--- src/rtl/add_stream_accumulator_pkg.sv ---
`default_nettype none
// +--------------------------------------------------------------------------+
// | Package     : add_acc_pkg                                                |
// | Description : Shared constants and types for add_stream_accumulator.     |
// |               DATA_W   - operand / sum width                             |
// |               BLOCK_W  - carry-select block width inside the adder       |
// |               acc_state_t - frame state (ACC collects, OUT holds result) |
// | Revision    : 1.0 - initial release                                      |
// +--------------------------------------------------------------------------+
package add_acc_pkg;

   localparam int DATA_W  = 16;
   localparam int BLOCK_W = 4;

   typedef enum logic [0:0] {
      ACC = 1'b0,
      OUT = 1'b1
   } acc_state_t;

endpackage : add_acc_pkg
`default_nettype wire

--- src/rtl/add_stream_accumulator_csa.sv ---
`default_nettype none
// +--------------------------------------------------------------------------+
// | Module      : CarrySelectAdder                                           |
// | Description : WIDTH-bit carry-select adder. Each BLOCK_W slice computes  |
// |               its sum for both possible carry-ins in parallel; the real  |
// |               block carry then only drives a mux, so the critical path   |
// |               is one slice plus a chain of muxes.                        |
// | Ports       : a, b   in  WIDTH  operands                                 |
// |               cin    in  1      carry in                                 |
// |               sum    out WIDTH  a + b + cin (mod 2^WIDTH)                 |
// |               cout   out 1      carry out of the top bit                 |
// | Revision    : 1.0 - initial release                                      |
// +--------------------------------------------------------------------------+
module CarrySelectAdder #(
   parameter int WIDTH   = 16,
   parameter int BLOCK_W = 4
) (
   input  logic [WIDTH-1:0] a,
   input  logic [WIDTH-1:0] b,
   input  logic             cin,
   output logic [WIDTH-1:0] sum,
   output logic             cout
);

   localparam int NUM_BLK = WIDTH / BLOCK_W;

   // blk_carry[k] is the carry entering slice k; blk_carry[NUM_BLK] is cout.
   logic [NUM_BLK:0] blk_carry;

   assign blk_carry[0] = cin;

   for (genvar k = 0; k < NUM_BLK; k++) begin : g_blk
      logic [BLOCK_W:0]   res0;
      logic [BLOCK_W:0]   res1;
      logic [BLOCK_W-1:0] a_s;
      logic [BLOCK_W-1:0] b_s;

      assign a_s  = a[k*BLOCK_W +: BLOCK_W];
      assign b_s  = b[k*BLOCK_W +: BLOCK_W];
      assign res0 = {1'b0, a_s} + {1'b0, b_s};
      assign res1 = {1'b0, a_s} + {1'b0, b_s} + {{BLOCK_W{1'b0}}, 1'b1};

      assign sum[k*BLOCK_W +: BLOCK_W] = blk_carry[k] ? res1[BLOCK_W-1:0]
                                                      : res0[BLOCK_W-1:0];
      assign blk_carry[k+1]            = blk_carry[k] ? res1[BLOCK_W]
                                                      : res0[BLOCK_W];
   end : g_blk

   assign cout = blk_carry[NUM_BLK];

endmodule : CarrySelectAdder
`default_nettype wire

--- src/rtl/add_stream_accumulator.sv ---
`default_nettype none
// +--------------------------------------------------------------------------+
// | Module      : add_stream_accumulator                                     |
// | Description : Folds a valid/ready stream of 16-bit operands into a       |
// |               running sum, one frame at a time (frame ends on in_last),  |
// |               and presents sum / carry count / operand count on a        |
// |               valid/ready result port. Counters saturate at 2^CNT_W-1.   |
// | Config      : ADD_ACC_SUBTRACT_EN - adds in_sub; an accept with in_sub=1 |
// |               subtracts in_data and counts borrows instead of carries.   |
// | Ports       : clk, rst (sync, active high)                               |
// |               in_valid/in_ready/in_data/in_last [/in_sub]  operand input |
// |               out_valid/out_ready/out_sum/out_carry_cnt/out_op_cnt       |
// | Revision    : 1.0 - initial release                                      |
// +--------------------------------------------------------------------------+
module add_stream_accumulator
   import add_acc_pkg::*;
#(
   parameter int CNT_W = 8
) (
   input  logic              clk,
   input  logic              rst,
   input  logic              in_valid,
   output logic              in_ready,
   input  logic [DATA_W-1:0] in_data,
   input  logic              in_last,
`ifdef ADD_ACC_SUBTRACT_EN
   input  logic              in_sub,
`endif
   output logic              out_valid,
   input  logic              out_ready,
   output logic [DATA_W-1:0] out_sum,
   output logic [CNT_W-1:0]  out_carry_cnt,
   output logic [CNT_W-1:0]  out_op_cnt
);

   localparam logic [CNT_W-1:0] CNT_MAX = '1;
   localparam logic [CNT_W-1:0] CNT_ONE = {{(CNT_W-1){1'b0}}, 1'b1};

   acc_state_t        state;
   acc_state_t        state_next;

   logic [DATA_W-1:0] acc;
   logic [CNT_W-1:0]  carry_cnt;
   logic [CNT_W-1:0]  op_cnt;

   logic              accept;
   logic [DATA_W-1:0] add_b;
   logic              add_cin;
   logic [DATA_W-1:0] add_sum;
   logic              add_cout;
   logic              carry_event;
   logic [CNT_W-1:0]  carry_cnt_next;
   logic [CNT_W-1:0]  op_cnt_next;

   // Operand conditioning: subtraction is acc + ~d + 1, where a missing
   // carry out means the result borrowed.
`ifdef ADD_ACC_SUBTRACT_EN
   assign add_b       = in_sub ? ~in_data : in_data;
   assign add_cin     = in_sub;
   assign carry_event = in_sub ? ~add_cout : add_cout;
`else
   assign add_b       = in_data;
   assign add_cin     = 1'b0;
   assign carry_event = add_cout;
`endif

   CarrySelectAdder #(
      .WIDTH   (DATA_W),
      .BLOCK_W (BLOCK_W)
   ) u_adder (
      .a    (acc),
      .b    (add_b),
      .cin  (add_cin),
      .sum  (add_sum),
      .cout (add_cout)
   );

   // Saturating counter updates; they only matter on an accept.
   assign carry_cnt_next = (carry_event && (carry_cnt != CNT_MAX))
                           ? carry_cnt + CNT_ONE : carry_cnt;
   assign op_cnt_next    = (op_cnt != CNT_MAX) ? op_cnt + CNT_ONE : op_cnt;

   // Handshake outputs are a pure function of state, so in_ready never
   // sees out_ready combinationally.
   always_comb begin
      state_next = state;
      in_ready   = 1'b0;
      out_valid  = 1'b0;
      case (state)
         ACC: begin
            in_ready = 1'b1;
            if (in_valid && in_last) begin
               state_next = OUT;
            end
         end
         OUT: begin
            out_valid = 1'b1;
            if (out_ready) begin
               state_next = ACC;
            end
         end
         default: begin
            state_next = ACC;
         end
      endcase
   end

   assign accept = in_valid && in_ready;

   always_ff @(posedge clk) begin
      if (rst) begin
         state <= ACC;
      end else begin
         state <= state_next;
      end
   end

   // Running accumulator and counters. On the last operand they clear in
   // the same edge that loads the result bank, so the next frame can start
   // immediately after the result is taken.
   always_ff @(posedge clk) begin
      if (rst) begin
         acc       <= '0;
         carry_cnt <= '0;
         op_cnt    <= '0;
      end else if (accept) begin
         if (in_last) begin
            acc       <= '0;
            carry_cnt <= '0;
            op_cnt    <= '0;
         end else begin
            acc       <= add_sum;
            carry_cnt <= carry_cnt_next;
            op_cnt    <= op_cnt_next;
         end
      end
   end

   // Result bank: loaded only on the last accept, held through OUT.
   always_ff @(posedge clk) begin
      if (rst) begin
         out_sum       <= '0;
         out_carry_cnt <= '0;
         out_op_cnt    <= '0;
      end else if (accept && in_last) begin
         out_sum       <= add_sum;
         out_carry_cnt <= carry_cnt_next;
         out_op_cnt    <= op_cnt_next;
      end
   end

endmodule : add_stream_accumulator
`default_nettype wire

--- config.mk ---
export PLATFORM = sky130hd
export DESIGN_NAME = add_stream_accumulator
export DESIGN_NICKNAME = d
export VERILOG_FILES = /design/src/rtl/add_stream_accumulator_pkg.sv /design/src/rtl/add_stream_accumulator_csa.sv /design/src/rtl/add_stream_accumulator.sv
export SDC_FILE = /design/constraint.sdc
export NUM_CORES = 1
export LEC_CHECK = 0
export BUFFER_PORTS_ARGS = -buffer_cell sky130_fd_sc_hd__clkbuf_2
export CAP_MARGIN = 40
export CORE_ASPECT_RATIO = 0.9
export CORE_MARGIN = 2
export CORE_UTILIZATION = 50
export DETAILED_ROUTE_END_ITERATION = 8
export PLACE_DENSITY = 0.72
export SYNTH_ARGS = -nofsm -noshare
export SYNTH_HDL_FRONTEND = slang
export SYNTH_SLANG_ARGS = --single-unit
--- constraint.sdc ---
create_clock -name clk -period 6.45 [get_ports clk]
set_input_delay 0.9675 -clock clk [delete_from_list [all_inputs] [get_ports clk]]
set_output_delay 0.9675 -clock clk [all_outputs]
set_load 0.005 [all_outputs]
==> results_dict.tcl <==
set metrics [dict create \
    setup_viol 0 \
    clockBufferDepth 2 \
    coreArea_mm2 0.00666 \
    critPathKind "input pin to register" \
    num_vias 2998 \
    p_sw_uw 251 \
    ant_nets 0 \
    cts_max_level 3 \
    synth_top_area_share_pct 37.3 \
    ys_types 48 \
    relSlewSlack_pct 41.3 \
    combinationalPowerShare_pct 16.0 \
    register_area_mm2 0.00130 \
    cts_tree "done" \
    clkPwrFrac_pct 38.3 \
    grt_max_degree 67 \
    synth_top_area_cell "dfxtp_1" \
    wirelength_um 7480 \
    rsz0062_at_grt "no" \
    hold_depth 2 \
    async_reset_ff_share_pct 0 \
    cts_hold_buf 0 \
    dieHeight_um 83.3 \
    tns_ns 0 \
    synth.area.top_cells "dfxtp_1, ha_1, nor2_1" \
    gr-max-usage-layer "met2" \
    p_int_uw 694 \
    path_max_fanout 18 \
    multi_input_area_mm2 0.00204 \
    syn_to_final_growth_pct 15.9 \
    clock.fmax_mhz 247 \
    synth-seq-cells 65 \
    synth_edf_count 0 \
    numPortBuffers 54 \
    fillers 632 \
    clk_latency_ns 0.34 \
    num_rows 28 \
    use_met2_pct 34.0 \
    hold_viol 0 \
    finClkSkew_ns 0.00421 \
    antenna_found_initial 0 \
    p_leak_uw 0.00170 \
    place_congestion 0.782 \
    gr-total-overflow 0 \
    tightest_slew_ns 0.878 \
    synth_area_mm2 0.00349 \
    syn_inst 419 \
    synth_nets 465 \
    ys.flop_type "dfxtp_1" \
    grt_use_met1_pct 25.4 \
    layout_min_cycle_time_ns 4.05 \
    finalCritPeriodShare_pct 62.8 \
    synth.most_common_cell "dfxtp_1" \
    cp_data_arrival_time_ns 4.32 \
    dieWidth_um 92.1 \
    clkTransAtPathRegs_ns 0.07 \
    nNetsFinal 511 \
    seqPwrFrac_pct 45.7 \
    r2r.worst_path.cells 12 \
    endpoint_kind "register" \
    p_sw_share_pct 26.5 \
    pwr_density_cell_mw_per_mm2 233 \
    ios 55 \
    grt_pass1_vias 2883 \
    cts_buffers 9 \
    routedWlPerCell_um 13.4 \
    use_met3_pct 7.17 \
    drt-vias-per-instance 5.35 \
    drc 0 \
    die-area_mm2 0.00767 \
    grt_util_all_layers_pct 20.4 \
    drtIter0Drc 128 \
    synth_seq_area_share_pct 37.3 \
    slew_violations 0 \
    crit_required_ns 6.72 \
    start_util_pct 52.5 \
    ctsResizeCount 0 \
    max-cap-violations 0 \
    first_pass_iters 4 \
    dp_hpwl_um 5140 \
    r2r_slack_ns 2.74 \
    hold_ws_ns 0.457 \
    cts_setup_buffers 0 \
    avgSynthCellArea_um2 8.33 \
    synthTopCellsByCount "dfxtp_1, nor2_1, nand2_1" \
    clock_sinks 65 \
    ir_drop_mv 0.141 \
    status "complete, no violations" \
    root_buffer "clkbuf_8" \
    start_kind "input pin" \
    hold_class "register to register" \
    grt_pass1_wl_um 12800 \
    antenna_cells 0 \
    yosysWarnings 0 \
    drive_gt1_share_pct 16.6 \
]
## cells by family after synthesis
group / after synthesis / share of synthesized area [%]
flops: 65 / 37.3
simple gates: 155 / 20.8
mux: 8 / 2.47
buf+inv: 40 / 4.55
fa+ha+maj: 25 / 9.82
compound gates: 102 / 19.1
xor+xnor: 24 / 6.02
## path summary, 6_finish.rpt
kind                                               from                         to
worst max-delay path                         in_data[0]  carry_cnt[3]$_SDFFE_PP0P_
worst min-delay path            out_sum[3]$_SDFFE_PP0P_    out_sum[3]$_SDFFE_PP0P_
worst min register to register  out_sum[3]$_SDFFE_PP0P_    out_sum[3]$_SDFFE_PP0P_
worst max register to register      acc[0]$_SDFFE_PP0P_  carry_cnt[3]$_SDFFE_PP0P_
## routing by layer
layer  share of wire, %  wire [µm]
met1                 48       3620
met2                 45       3370
met3                5.5        414
met4               0.94         70
met5                  0          0
## power groups by stage
stage          Sequential (µW)  Combinational (µW)  Clock (µW)
6_report                   432                 152         362
5_1_grt                    434                 171         386
4_1_cts                    432                 153         369
3_5_place_dp               441                 151           0
3_3_place_gp               440                 145           0
2_1_floorplan              440                 105           0
## final cells by class
class	count	area share [%]
Multi-Input combinational cell	314	50.4
Sequential cell	65	32.1
Timing Repair Buffer	57	7.91
Clock buffer	14	4.26
Tap cell	90	2.78
Inverter	18	1.67
Clock inverter	2	0.865
## stage by stage
| step | utilization, % | power (µW) | cell area (µm²) | setup WS (ns) | cells |
|---|---|---|---|---|---|
| floorplan | - | 545 | 3490 | 2.50 | 419 |
| global placement | 57.1 | 585 | 3800 | 2.20 | 542 |
| detailed placement | 57.7 | 592 | 3840 | 2.08 | 544 |
| CTS | 60.8 | 954 | 4050 | 2.44 | 560 |
| global route | 60.8 | 990 | 4050 | 2.23 | 560 |
| finish | 60.8 | 945 | 4050 | 2.40 | 560 |
## registers in the layout, summed over array words and instances, names as in the netlist
| signal | flops |
|---|---|
| op_cnt | 8 |
| out_op_cnt | 8 |
| out_sum | 16 |
| acc | 16 |
| carry_cnt | 8 |
| out_carry_cnt | 8 |
| state | 1 |
## worst max-delay path, cell delays in order
cell and delay [ns]:
clkbuf_2 0.08, ha_1 0.15, inv_1 0.05, fa_1 0.39, nand2b_1 0.17, a21oi_2 0.27, nor4b_2 0.30, xnor2_1 0.34
a21oi_2 0.12, and4b_1 0.42, mux2_4 0.41, or4_1 0.50, a21oi_1 0.15
## layout by cell type (no fill, tap or decap), types with 4 or more instances in the layout
cell type,instances
a21oi_1,30
ha_1,21
inv_1,18
xor2_1,11
and3_1,7
a211oi_1,20
nor2b_1,10
mux2i_1,6
a21o_1,5
dfxtp_1,65
a22oi_1,9
o211ai_1,4
clkbuf_8,12
xnor2_1,13
a31oi_1,4
o21ai_0,14
nor3_1,6
clkbuf_2,54
nand2_1,40
nand3_1,11
or3_1,5
nand2b_1,6
fa_1,4
nor2_1,56
a311oi_1,4
Power figures use the tool's default switching activity.
